===== config.mk =====
export PLATFORM = sky130hd
export DESIGN_NAME = mv_row_sequencer
export DESIGN_NICKNAME = d
export VERILOG_FILES = /design/src/rtl/mv_pkg.sv /design/src/rtl/mv_wb_delay.sv /design/src/rtl/mv_row_sequencer.sv
export SDC_FILE = /design/constraint.sdc
export NUM_CORES = 1
export LEC_CHECK = 0
export ABC_AREA = 1
export BUFFER_PORTS_ARGS = -buffer_cell sky130_fd_sc_hd__buf_2
export CAP_MARGIN = 15
export CORE_MARGIN = 10
export CORE_UTILIZATION = 50
export DETAILED_ROUTE_END_ITERATION = 6
export PLACE_DENSITY_LB_ADDON = 0.2
export SETUP_SLACK_MARGIN = 0.15
export SYNTH_ARGS = -nofsm -noshare
export SYNTH_HDL_FRONTEND = slang
export SYNTH_SLANG_ARGS = --single-unit

===== constraint.sdc =====
create_clock -name clk -period 1.7 [get_ports clk]
set_input_delay 0.255 -clock clk [delete_from_list [all_inputs] [get_ports clk]]
set_output_delay 0.255 -clock clk [all_outputs]
set_load 0.02 [all_outputs]

===== src/rtl/mv_pkg.sv =====
// mv_pkg: shared types and constants for the matrix-vector row sequencer.
//   state_t          - sequencer FSM states
//   *_DEF            - default datapath geometry (columns, lanes, rows, MAC latency)
//   BEATS/COL_W/ROW_W - derived beat count and index widths for the defaults
//   clamp_rows()     - limits a requested row count to the supported maximum
package mv_pkg;

  localparam int VEC_LEN_DEF  = 128;
  localparam int LANES_DEF    = 8;
  localparam int ROWS_DEF     = 128;
  localparam int PIPE_LAT_DEF = 2;

  localparam int BEATS = VEC_LEN_DEF / LANES_DEF;
  localparam int COL_W = $clog2(VEC_LEN_DEF);
  localparam int ROW_W = $clog2(ROWS_DEF);

  typedef enum logic [1:0] {
    IDLE  = 2'd0,
    RUN   = 2'd1,
    DRAIN = 2'd2,
    DONE  = 2'd3
  } state_t;

  // Requests above the supported row count run the full matrix instead of wrapping.
  function automatic int clamp_rows(input int req, input int max_rows);
    if (req > max_rows) begin
      return max_rows;
    end else begin
      return req;
    end
  endfunction

endpackage


===== src/rtl/mv_wb_delay.sv =====
// mv_wb_delay: DEPTH-stage shift register carrying a write strobe plus its
// address, used to line the result write up with the MAC pipeline latency.
//   clk       - clock; stages advance on the falling edge like the lane datapath
//   reset     - asynchronous active-low reset, clears every stage
//   in_valid  - strobe entering stage 0 this cycle
//   in_addr   - address travelling with in_valid
//   out_valid - strobe leaving the last stage (DEPTH cycles after entry)
//   out_addr  - address leaving the last stage
//   in_flight - a strobe sits in a stage other than the last one
module mv_wb_delay #(
  parameter int DEPTH = 2,
  parameter int AW    = 7
) (
  input  logic          clk,
  input  logic          reset,
  input  logic          in_valid,
  input  logic [AW-1:0] in_addr,
  output logic          out_valid,
  output logic [AW-1:0] out_addr,
  output logic          in_flight
);

  logic [DEPTH-1:0] valid_r;
  logic [AW-1:0]    addr_r [DEPTH];
  logic             in_flight_s;

  // Shift strobe and address one stage per cycle; no enable, so stalls upstream
  // never stretch the latency of an entry already in flight.
  always_ff @(negedge clk or negedge reset) begin
    if (!reset) begin
      for (int i = 0; i < DEPTH; i++) begin
        valid_r[i] <= 1'b0;
        addr_r[i]  <= '0;
      end
    end else begin
      valid_r[0] <= in_valid;
      addr_r[0]  <= in_addr;
      for (int i = 1; i < DEPTH; i++) begin
        valid_r[i] <= valid_r[i-1];
        addr_r[i]  <= addr_r[i-1];
      end
    end
  end

  // Pending work excluding the last stage: when this is clear the register is
  // empty after the current cycle, so a drain can finish now.
  always_comb begin
    in_flight_s = 1'b0;
    for (int i = 0; i < DEPTH - 1; i++) begin
      in_flight_s = in_flight_s | valid_r[i];
    end
  end

  assign out_valid = valid_r[DEPTH-1];
  assign out_addr  = addr_r[DEPTH-1];
  assign in_flight = in_flight_s;

endmodule


===== src/rtl/mv_row_sequencer.sv =====
// mv_row_sequencer: control FSM for the matrix-vector multiply datapath.
// Walks num_rows rows of VEC_LEN columns, LANES columns per beat, driving the
// lane address generators and MAC array, then schedules result write-back.
//   clk        - clock; all state changes on the falling edge
//   reset      - asynchronous active-low reset; aborts any job in progress
//   start      - one-cycle job request, honoured only in IDLE
//   num_rows   - rows in the job (0..ROWS, larger values clamp to ROWS)
//   mem_ready  - operand memories accept a beat this cycle
//   busy       - job in progress, from accepted start through done
//   beat_valid - a beat is issued this cycle
//   col_base   - first column of the current beat
//   row_idx    - row of the current beat
//   acc_clear  - first beat of a row: MAC loads rather than accumulates
//   acc_en     - MAC accumulate enable (same as beat_valid)
//   res_we     - result write strobe, PIPE_LAT cycles after a row's last beat
//   res_addr   - row written by res_we
//   done       - one-cycle completion pulse
module mv_row_sequencer
  import mv_pkg::*;
#(
  parameter int VEC_LEN  = VEC_LEN_DEF,
  parameter int LANES    = LANES_DEF,
  parameter int ROWS     = ROWS_DEF,
  parameter int PIPE_LAT = PIPE_LAT_DEF
) (
  input  logic                       clk,
  input  logic                       reset,
  input  logic                       start,
  input  logic [$clog2(ROWS):0]      num_rows,
  input  logic                       mem_ready,
  output logic                       busy,
  output logic                       beat_valid,
  output logic [$clog2(VEC_LEN)-1:0] col_base,
  output logic [$clog2(ROWS)-1:0]    row_idx,
  output logic                       acc_clear,
  output logic                       acc_en,
  output logic                       res_we,
  output logic [$clog2(ROWS)-1:0]    res_addr,
  output logic                       done
);

  localparam int CW = $clog2(VEC_LEN);
  localparam int RW = $clog2(ROWS);

  localparam logic [CW-1:0] LANE_STEP = CW'(LANES);
  localparam logic [CW-1:0] LAST_COL  = CW'(VEC_LEN - LANES);

  state_t        state_r;
  logic [CW-1:0] col_r;
  logic [RW-1:0] row_r;
  logic [RW:0]   nrows_r;
  logic          busy_r;
  logic          done_r;

  logic          beat_s;
  logic          last_col_s;
  logic          last_row_s;
  logic          row_end_s;
  logic          wb_pending_s;

  // A beat goes out whenever RUN meets a ready memory; this cannot be
  // registered without issuing beats the memory did not accept.
  assign beat_s     = (state_r == RUN) && mem_ready;
  assign last_col_s = (col_r == LAST_COL);
  assign last_row_s = ({1'b0, row_r} == (nrows_r - (RW+1)'(1)));
  assign row_end_s  = beat_s && last_col_s;

  // Sequencer FSM: job acceptance, column/row stepping, drain and completion.
  always_ff @(negedge clk or negedge reset) begin
    if (!reset) begin
      state_r <= IDLE;
      col_r   <= '0;
      row_r   <= '0;
      nrows_r <= '0;
      busy_r  <= 1'b0;
      done_r  <= 1'b0;
    end else begin
      case (state_r)
        IDLE: begin
          done_r <= 1'b0;
          if (start) begin
            busy_r <= 1'b1;
            col_r  <= '0;
            row_r  <= '0;
            if (num_rows == (RW+1)'(0)) begin
              // Empty job: complete without issuing anything.
              nrows_r <= '0;
              done_r  <= 1'b1;
              state_r <= DONE;
            end else begin
              nrows_r <= (RW+1)'(clamp_rows(int'(num_rows), ROWS));
              state_r <= RUN;
            end
          end else begin
            busy_r  <= 1'b0;
            state_r <= IDLE;
          end
        end
        RUN: begin
          // Without mem_ready everything holds, so stalls never skip columns.
          if (mem_ready) begin
            if (last_col_s) begin
              col_r <= '0;
              if (last_row_s) begin
                state_r <= DRAIN;
              end else begin
                row_r <= row_r + RW'(1);
              end
            end else begin
              col_r <= col_r + LANE_STEP;
            end
          end else begin
            col_r <= col_r;
          end
        end
        DRAIN: begin
          // The final write leaves the delay line this cycle once nothing
          // remains behind it, so done lands on the following cycle.
          if (!wb_pending_s) begin
            done_r  <= 1'b1;
            state_r <= DONE;
          end else begin
            state_r <= DRAIN;
          end
        end
        DONE: begin
          // start is not looked at here; it is honoured on the next IDLE cycle.
          busy_r  <= 1'b0;
          done_r  <= 1'b0;
          state_r <= IDLE;
        end
        default: begin
          busy_r  <= 1'b0;
          done_r  <= 1'b0;
          state_r <= IDLE;
        end
      endcase
    end
  end

  mv_wb_delay #(
    .DEPTH (PIPE_LAT),
    .AW    (RW)
  ) u_wb_delay (
    .clk       (clk),
    .reset     (reset),
    .in_valid  (row_end_s),
    .in_addr   (row_r),
    .out_valid (res_we),
    .out_addr  (res_addr),
    .in_flight (wb_pending_s)
  );

  assign busy       = busy_r;
  assign done       = done_r;
  assign beat_valid = beat_s;
  assign acc_en     = beat_s;
  assign acc_clear  = beat_s && (col_r == CW'(0));
  assign col_base   = col_r;
  assign row_idx    = row_r;

endmodule


==> impl_metrics.yaml, run 1 <==
die:
  fp.dieW_um: 84.6
  fp.coreArea_mm2: 0.00403
  fp.dieH_um: 84.6
  die_area_mm2: 0.00716
  io_pins: 39
  num_rows: 23
  initial_core_util_pct: 51.9
global_routing:
  grt_overflow: 0
  grt_pass1_wl_um: 8530
  grt_max_degree: 40
  grt_pass1_vias: 1869
  antenna_found_initial: 0
  track_usage_pct: 14.3
power:
  seq_power_share_pct: 26.1
  powerDensity_mw_per_mm2: 1540
  p_clk_share_pct: 15.6
  p_switching_mw: 2.14
  p_sw_share_pct: 42.6
  vdd_drop_max_mv: 0.775
  power.leakage_nw: 1.68
  combPwrFrac_pct: 58.4
  intPower_mw: 2.88
clock_tree:
  clk_pin_slew_worst_paths_ns: 0.05
  clock_sinks: 39
  root_buffer: "clkbuf_8"
  clkLatencyLatePin_ns: 0.30
  cts-buffers-inserted: 5
  cts_max_level: 2
  cts_tree: "done"
  clockBufferDepth: 2
routing:
  drt_wl_total_um: 5430
  route.detailed.drc: 0
  viasPerCell: 4.91
  drt_iter0_markers: 112
  wire_per_inst_um: 13.7
  vias: 1939
  ant_nets: 0
  drt_first_pass_iters: 4
logic_synthesis:
  synth-seq-area-share_pct: 46.7
  ys_warn_count: 0
  netlist-cell-type-count: 31
  synth-seq-cells: 39
  syn_area_mm2: 0.00209
  post_synth.cell_area_avg_um2: 8.16
  synth_cells: 256
setup_path:
  critPathLaunch: "state_r[0]$_DFFE_NN0P_"
  crit_path_end: "acc_clear"
  critPathArrivalTime_ns: 2.15
  worst-path-stages: 4
  path_delay_family: "flip-flops"
  startpoint_type: "flop"
  critPathMaxFanout: 3
  cp-end-kind: "output port"
  crit_chain: "ha_4, nand2_8, nor4_4, buf_4"
  worst-path-buf-inv: 1
  reg2reg_to: "row_idx[0]$_DFFE_NN0P_"
  path_class: "reg -> out"
  cpPeakStageDelay_ns: 0.46
  rr_startpoint: "row_idx[3]$_DFFE_NN0P_"
  cp_data_required_time_ns: 1.44
  rr_worst_depth: 11
  r2r_slack_ns: -0.11
  critPathSlowestCell: "dfrtn_1"
final_layout:
  area_growth_pct: 55.9
  antenna_cells: 0
  stdcell_count: 395
  nets: 363
  final_area_mm2: 0.00326
  fill_cells: 224
  drive_above_1_share_pct: 44.6
place:
  port_buffers: 35
  dp_hpwl_um: 3410
  dp.cells: 369
  gp_congestion: 0.811
  dpl_cell_area_mm2: 0.00264
timing:
  grt_setup_unrepaired: "true"
  slew_violations: 0
  finalSetupViolations: 36
  hold_viol_final: 0
  clock_skew_ns: 0.00579
  layout_setup_ws_ns: -0.707
hold_path:
  hold_depth: 0
  min_path_type: "reg -> reg"
outcome:
  failed_checks: "setup timing"
  status: "finished, violations left"
flow_run:
  cap_violations: 0
==> placed cells by master, fill, tap and decap left out, types with 2 or more instances in the layout <==
cell and count:
dfrtn_1 39, nand2_8 3, nor2_4 6, a21oi_1 7, xor2_1 3, buf_4 46
inv_2 9, o21ai_0 2, nand2_2 9, o22ai_1 2, nand4_1 7, buf_2 8
nand3_1 12, nand3_4 2, xnor2_1 4, nor2_1 14, o22ai_2 2, ha_4 3
conb_1 3, nand2_1 61, nor3_1 2, buf_6 38, a21oi_4 2, nand2_4 3
ha_1 4, inv_4 2, nor2_2 3, clkbuf_8 5, inv_1 21, o21ai_2 3
o21ai_1 6
==> worst min path at each step <==
stage,from,end,slack [ns]
2_1_floorplan,u_wb_delay.addr_r[7]$_DFF_NN0_,u_wb_delay.out_addr[0]$_DFF_NN0_,0.29
3_3_place_gp,u_wb_delay.addr_r[12]$_DFF_NN0_,u_wb_delay.out_addr[5]$_DFF_NN0_,0.29
3_5_place_dp,u_wb_delay.addr_r[11]$_DFF_NN0_,u_wb_delay.out_addr[4]$_DFF_NN0_,0.30
4_1_cts,u_wb_delay.addr_r[11]$_DFF_NN0_,u_wb_delay.out_addr[4]$_DFF_NN0_,0.30
5_1_grt,u_wb_delay.addr_r[7]$_DFF_NN0_,u_wb_delay.out_addr[0]$_DFF_NN0_,0.30
6_report,u_wb_delay.addr_r[7]$_DFF_NN0_,u_wb_delay.out_addr[0]$_DFF_NN0_,0.30
==> final cells by class <==
cell class,count,area [µm²],area share (%)
inverters,33,141,4.34
repair buffers,93,833,25.6
clock buffers,5,68.8,2.11
well taps,50,62.6,1.92
clock inverters,3,43.8,1.34
multi-input cells,172,1130,34.7
flip-flops and latches,39,976,30.0
==> kinds of logic after synthesis <==
kind of cell	Yosys count	share of synthesized area, %
and+or+nand+nor	130	28.4
xor gates and xnor gates	7	2.93
buffers and inverters	47	10.5
adders and majority gates	7	4.19
AOI/OAI and AO/OA	25	7.07
other	1	0.179
DFF	39	46.7
==> sequential cells by signal, summed over array words and instances, names as in the netlist <==
| name | count |
|---|---|
| state_r | 2 |
| u_wb_delay.valid_r | 2 |
| nrows_r | 8 |
| row_idx | 7 |
| busy | 1 |
| u_wb_delay.out_addr | 7 |
| col_base | 4 |
| done | 1 |
| u_wb_delay.addr_r | 7 |
==> power groups by stage <==
stage / Sequential, mW / Clock [mW] / Combinational [mW]
global placement: 1.29 / 0 / 2.19
CTS: 1.30 / 0.786 / 2.59
floorplan: 1.40 / 0 / 1.47
finish: 1.31 / 0.782 / 2.93
detailed placement: 1.30 / 0 / 2.23
global route: 1.33 / 0.839 / 3.21
==> layer usage <==
layer / wire [µm] / track usage, % / vias to the layer above
met5: 0 / 0 / -
met4: 93 / 4.04 / 0
met3: 264 / 4.54 / 9
met2: 2880 / 26.9 / 50
met1: 2190 / 14.7 / 900
li1: - / - / 980
==> repair_timing <==
action / in CTS / in global routing
buffers inserted: 11 / 7
gates resized for setup: 75 / 31
pin swaps: 16 / 13
endpoints found under the setup margin: 42 / 46
cloned: 0 / 0
hold buffers: 0 / 0
==> synthesized netlist by cell type, drive strengths merged <==
cell | count | area share (%)
a21oi | 9 | 2.9
and3 | 1 | 0.30
buf | 13 | 4.4
clkbuf | 1 | 0.18
conb | 1 | 0.18
dfrtn | 39 | 47
ha | 7 | 4.2
inv | 33 | 5.9
nand2 | 76 | 14
nand3 | 15 | 4.2
nand4 | 8 | 3.1
nor2 | 23 | 4.9
nor3 | 3 | 0.72
nor4 | 2 | 0.60
o21ai | 11 | 2.6
o22ai | 4 | 1.2
o31ai | 1 | 0.36
or2 | 2 | 0.60
xnor2 | 4 | 1.7
xor2 | 3 | 1.3
==> per-stage QoR <==
stage | power [mW] | utilization, % | setup TNS (ns) | hold slack [ns] | setup slack [ns]
CTS | 4.68 | 76.4 | -7.57 | 0.297 | -0.697
global route | 5.38 | 80.8 | -10.09 | 0.300 | -0.741
global placement | 3.48 | 65.5 | -6.99 | 0.293 | -0.414
floorplan | 2.88 | - | -2.30 | 0.292 | -0.523
finish | 5.02 | 80.8 | -8.18 | 0.297 | -0.707
detailed placement | 3.52 | 65.5 | -7.38 | 0.297 | -0.438
(Power assumes the default switching activity.)
==> inputs of run 2 (changes only) <==
==> constraint.sdc (replaced) <==
create_clock -name clk -period 1.7 [get_ports clk]
set_input_delay 0.34 -clock clk [delete_from_list [all_inputs] [get_ports clk]]
set_output_delay 0.34 -clock clk [all_outputs]
set_load 0.02 [all_outputs]
==> run 2 against run 1 <==
  * The run still ends with setup timing left
  * Die area is the same
  * Count of clock-buffer cells in the layout is the same
  * Worst hold slack lost 0.0019 ns
  * Critical path depth is the same
  * Non-clock buffer count shrank 7
  * Cell area shrank 1.7%
  * Core utilization shrank 1.4 points
  * Combinational power is essentially flat
  * Clock power is essentially flat
==> impl_metrics.yaml, run 2 (same netlist as run 1, synthesis figures left out) <==
outcome:
  status: "finished, violations left"
  failed_checks: "setup timing"
final_layout:
  layout_commonest_cell: "nand2_1"
  final_util_pct: 79.5
  largest_reg_flops: 8
  top_register: "nrows_r"
  area_growth_pct: 53.2
  fill_cells: 234
  antenna_cells: 0
  most-common-layout-cells: "53 x nand2_1, 39 x dfrtn_1, 39 x buf_4, 37 x buf_6, 20 x inv_1"
  nets: 356
  drive_above_1_share_pct: 47.0
setup_path:
  critPathSlowestCell: "dfrtn_1"
  startpoint_type: "flop"
  cp_data_required_time_ns: 1.36
  worst-path-buf-inv: 1
  crit_chain: "ha_4, nand2_8, nor4_4, buf_4"
  reg2reg_to: "col_base[6]$_DFFE_NN0P_"
  rr_worst_depth: 11
  worst-path-stages: 4
  cpPeakStageDelay_ns: 0.46
  rr_startpoint: "state_r[1]$_DFFE_NN0P_"
  critPathLaunch: "state_r[0]$_DFFE_NN0P_"
  path_class: "reg -> out"
  path_delay_family: "flip-flops"
  cp-end-kind: "output port"
  critPathMaxFanout: 3
  r2r_slack_ns: -0.07
  critPathArrivalTime_ns: 2.18
  crit_path_end: "acc_clear"
clock_tree:
  cts-hold-fix-buffers: 0
  clk_pin_slew_worst_paths_ns: 0.05
  clockBufferDepth: 2
  cts_max_level: 2
  cts_tree: "done"
  cts-buffers-inserted: 5
  root_buffer: "clkbuf_8"
  clock_sinks: 39
  clkLatencyLatePin_ns: 0.30
global_routing:
  track_usage_pct: 15.0
  grt_max_degree: 40
  grt_overflow: 0
  grt_pass1_vias: 1951
  antenna_found_initial: 0
  grt_pass1_wl_um: 9050
routing:
  drt_wl_total_um: 5380
  ant_nets: 0
  viasPerCell: 4.92
  drt_iter0_markers: 142
  route.detailed.drc: 0
  vias: 1910
  wire_per_inst_um: 13.9
  drt_first_pass_iters: 5
timing:
  grt_setup_unrepaired: "true"
  clock_skew_ns: 0.00332
  layout_setup_ws_ns: -0.820
  tns_ns: -11.67
  slew_violations: 0
  finalSetupViolations: 37
  hold_viol_final: 0
place:
  port_buffers: 35
  gp_congestion: 0.826
  post-place-ws_ns: -0.526
  dp_hpwl_um: 3400
die:
  fp.dieH_um: 84.6
  die_area_mm2: 0.00716
  io_pins: 39
  num_rows: 23
  fp.coreArea_mm2: 0.00403
  initial_core_util_pct: 51.9
  fp.dieW_um: 84.6
power:
  powerDensity_mw_per_mm2: 1570
  vdd_drop_max_mv: 0.661
  power.leakage_nw: 1.65
flow_run:
  cap_violations: 0
hold_path:
  min_path_type: "reg -> reg"
[run 2: power by group]
part / switching [mW] / total (mW) / internal (mW) / leakage [nW]
clock network: 0.346 / 0.783 / 0.437 / 0.0581
registers: 0.166 / 1.31 / 1.15 / 0.527
logic: 1.66 / 2.92 / 1.26 / 1.06
[run 2: worst min-delay path by stage]
stage | to | start | slack [ns] | cells after the start
6_report | u_wb_delay.out_addr[1]$_DFF_NN0_ | u_wb_delay.addr_r[8]$_DFF_NN0_ | 0.30 | 0
5_1_grt | u_wb_delay.out_addr[1]$_DFF_NN0_ | u_wb_delay.addr_r[8]$_DFF_NN0_ | 0.30 | 0
4_1_cts | u_wb_delay.out_addr[1]$_DFF_NN0_ | u_wb_delay.addr_r[8]$_DFF_NN0_ | 0.30 | 0
3_5_place_dp | u_wb_delay.out_addr[1]$_DFF_NN0_ | u_wb_delay.addr_r[8]$_DFF_NN0_ | 0.30 | 0
3_3_place_gp | u_wb_delay.out_addr[3]$_DFF_NN0_ | u_wb_delay.addr_r[10]$_DFF_NN0_ | 0.29 | 0
2_1_floorplan | u_wb_delay.out_addr[0]$_DFF_NN0_ | u_wb_delay.addr_r[7]$_DFF_NN0_ | 0.29 | 0
[run 2: metrics by stage]
step | cell area (µm²) | cells | total power, mW | hold WS, ns
2_1_floorplan | 2190 | 258 | 2.85 | 0.292
3_3_place_gp | 2620 | 369 | 3.44 | 0.292
3_5_place_dp | 2620 | 369 | 3.51 | 0.295
4_1_cts | 3050 | 383 | 4.73 | 0.295
5_1_grt | 3200 | 388 | 5.36 | 0.297
6_report | 3200 | 388 | 5.02 | 0.295
[run 2: what timing repair did]
action | 4_1_cts | 5_1_grt
gates resized for setup | 81 | 33
endpoints found under the setup margin | 42 | 45
buffers inserted | 6 | 5
pin swaps | 13 | 19
[run 2: cell type report]
type                    count  area (µm²)  share of cell area (%)
clock inverters             3        43.8                    1.37
multi-input cells         172        1140                    35.5
well taps                  50        62.6                    1.95
clock buffers               5        68.8                    2.15
repair buffers             86         785                    24.5
inverters                  33         129                    4.03
flip-flops and latches     39         976                    30.5
[run 2: layer usage]
| metal | GRT usage (%) | up-vias | routed length [µm] |
|---|---|---|---|
| met1 | 16.8 | 874 | 2220 |
| met4 | 6.44 | 0 | 123 |
| met2 | 25.9 | 61 | 2790 |
| met3 | 4.15 | 11 | 252 |
| met5 | 0 | - | 0 |
| li1 | - | 964 | - |
==> inputs of run 3 (changes only) <==
--- a/config.mk
+++ b/config.mk
@@ -8,11 +8,10 @@
 export ABC_AREA = 1
 export BUFFER_PORTS_ARGS = -buffer_cell sky130_fd_sc_hd__buf_2
 export CAP_MARGIN = 15
-export CORE_MARGIN = 10
+export CORE_MARGIN = 2
 export CORE_UTILIZATION = 50
 export DETAILED_ROUTE_END_ITERATION = 6
 export PLACE_DENSITY_LB_ADDON = 0.2
-export SETUP_SLACK_MARGIN = 0.15
 export SYNTH_ARGS = -nofsm -noshare
 export SYNTH_HDL_FRONTEND = slang
 export SYNTH_SLANG_ARGS = --single-unit
==> run 3 against run 2 <==
  * The run still ends with setup timing left
  * Sequential power is essentially flat
  * Largest cell class unchanged
  * Die area shrank 34%
  * Global-route usage grew 9.8 points
  * Combinational power grew 2%
  * First-iteration DRC count grew 30%
  * Clock power grew 3.8%
  * Clock skew grew 0.0018 ns
==> impl_metrics.yaml, run 3 (same netlist as run 1, synthesis figures left out) <==
final_layout:
  most-common-layout-cells: "64 x nand2_1, 51 x buf_4, 39 x dfrtn_1, 37 x buf_6, 20 x inv_1"
  area_growth_pct: 55.6
  drive_above_1_share_pct: 44.8
  fill_cells: 235
  stdcell_count: 396
  largest_reg_flops: 8
  layout_commonest_cell: "nand2_1"
  final_util_pct: 81.3
  top_register: "nrows_r"
  nets: 364
  antenna_cells: 0
routing:
  viasPerCell: 5.29
  ant_nets: 0
  drt_first_pass_iters: 4
  wire_per_inst_um: 15.4
  route.detailed.drc: 0
  drt_wl_total_um: 6090
  drt_iter0_markers: 185
  vias: 2096
die:
  num_rows: 23
  fp.coreArea_mm2: 0.00400
  fp.dieH_um: 68.6
  die_area_mm2: 0.00471
  io_pins: 39
  fp.dieW_um: 68.6
  initial_core_util_pct: 52.2
timing:
  whs_ns: 0.295
  hold_viol_final: 0
  tns_ns: -10.73
  finalSetupViolations: 37
  grt_setup_unrepaired: "true"
  layout_setup_ws_ns: -0.806
  slew_violations: 0
  clock_skew_ns: 0.00513
setup_path:
  cp-end-kind: "output port"
  reg2reg_to: "col_base[5]$_DFFE_NN0P_"
  startpoint_type: "flop"
  r2r_slack_ns: -0.06
  critPathMaxFanout: 3
  critPathLaunch: "state_r[0]$_DFFE_NN0P_"
  crit_path_end: "acc_clear"
  cp_data_required_time_ns: 1.36
  path_class: "reg -> out"
  rr_worst_depth: 9
  critPathArrivalTime_ns: 2.17
  rr_startpoint: "state_r[1]$_DFFE_NN0P_"
clock_tree:
  cts-buffers-inserted: 5
  clk_pin_slew_worst_paths_ns: 0.05
  clockBufferDepth: 2
  clock_sinks: 39
  cts_max_level: 2
  root_buffer: "clkbuf_8"
  clkLatencyLatePin_ns: 0.30
  cts_tree: "done"
place:
  dp_hpwl_um: 3290
  dp.cells: 368
  port_buffers: 35
  gp_congestion: 0.900
power:
  p_clk_share_pct: 15.9
  seq_power_share_pct: 25.8
  finalPower_mw: 5.13
  intPower_mw: 2.91
  p_sw_share_pct: 43.2
  combPwrFrac_pct: 58.3
  vdd_drop_max_mv: 1.17
  p_switching_mw: 2.21
  power.leakage_nw: 1.68
  powerDensity_mw_per_mm2: 1580
hold_path:
  worstHoldStart: "u_wb_delay.addr_r[9]$_DFF_NN0_"
  min_path_type: "reg -> reg"
  hold_depth: 0
global_routing:
  grt_overflow: 0
  track_usage_pct: 24.8
  antenna_found_initial: 0
  grt_pass1_vias: 1865
  grt_pass1_wl_um: 8540
  grt_max_degree: 40
outcome:
  status: "finished, violations left"
  failed_checks: "setup timing"
flow_run:
  cap_violations: 0
run 3: repair_timing:
item | in CTS | in global routing
buffers inserted | 13 | 9
pin swaps | 21 | 19
hold buffers | 0 | 0
gates cloned | 0 | 1
resized for setup | 78 | 32
endpoints found under the setup margin | 37 | 45
hold endpoints to repair | 0 | 0
run 3: critical path, stage by stage (launching register included):
cell and delay [ns]:
dfrtn_1 0.45, ha_4 0.18, nand2_8 0.07, nor4_4 0.13, buf_4 0.18
run 3: worst min path at each step:
stage | to | slack [ns]
4_1_cts | u_wb_delay.out_addr[5]$_DFF_NN0_ | 0.30
6_report | u_wb_delay.out_addr[2]$_DFF_NN0_ | 0.29
2_1_floorplan | u_wb_delay.out_addr[0]$_DFF_NN0_ | 0.29
5_1_grt | u_wb_delay.out_addr[1]$_DFF_NN0_ | 0.30
3_5_place_dp | u_wb_delay.out_addr[2]$_DFF_NN0_ | 0.30
3_3_place_gp | u_wb_delay.out_addr[3]$_DFF_NN0_ | 0.29
run 3: area by class of cell:
| type | count | area, µm² | share of cell area [%] |
|---|---|---|---|
| timing repair buffer | 93 | 855 | 26.3 |
| clock buffer | 6 | 82.6 | 2.54 |
| clock inverter | 2 | 35.0 | 1.08 |
| inverter | 33 | 133 | 4.08 |
| tap | 50 | 62.6 | 1.92 |
| multi-input combinational | 172 | 1100 | 33.8 |
| timing repair inverter | 1 | 7.51 | 0.231 |
| sequential | 39 | 976 | 30.0 |
run 3: layer usage:
layer,part of all wire [%],global-route usage (%),up-vias
li1,-,-,981
met1,38,30.6,1011
met2,53,40.6,83
met3,5.1,5.03,21
met4,4.1,13.3,0
met5,0,0,-
run 3: metrics by stage:
stage          setup slack (ns)  instance area [µm²]
2_1_floorplan            -0.608                 2180
3_3_place_gp             -0.503                 2600
3_5_place_dp             -0.520                 2600
4_1_cts                  -0.770                 3080
5_1_grt                  -0.838                 3250
6_report                 -0.806                 3250
run 3: power groups by stage:
stage	sequential [mW]	clock, mW	combinational (mW)
6_report	1.33	0.813	2.99
4_1_cts	1.31	0.823	2.61
3_5_place_dp	1.30	0	2.19
5_1_grt	1.34	0.861	3.25
2_1_floorplan	1.40	0	1.43
3_3_place_gp	1.30	0	2.14
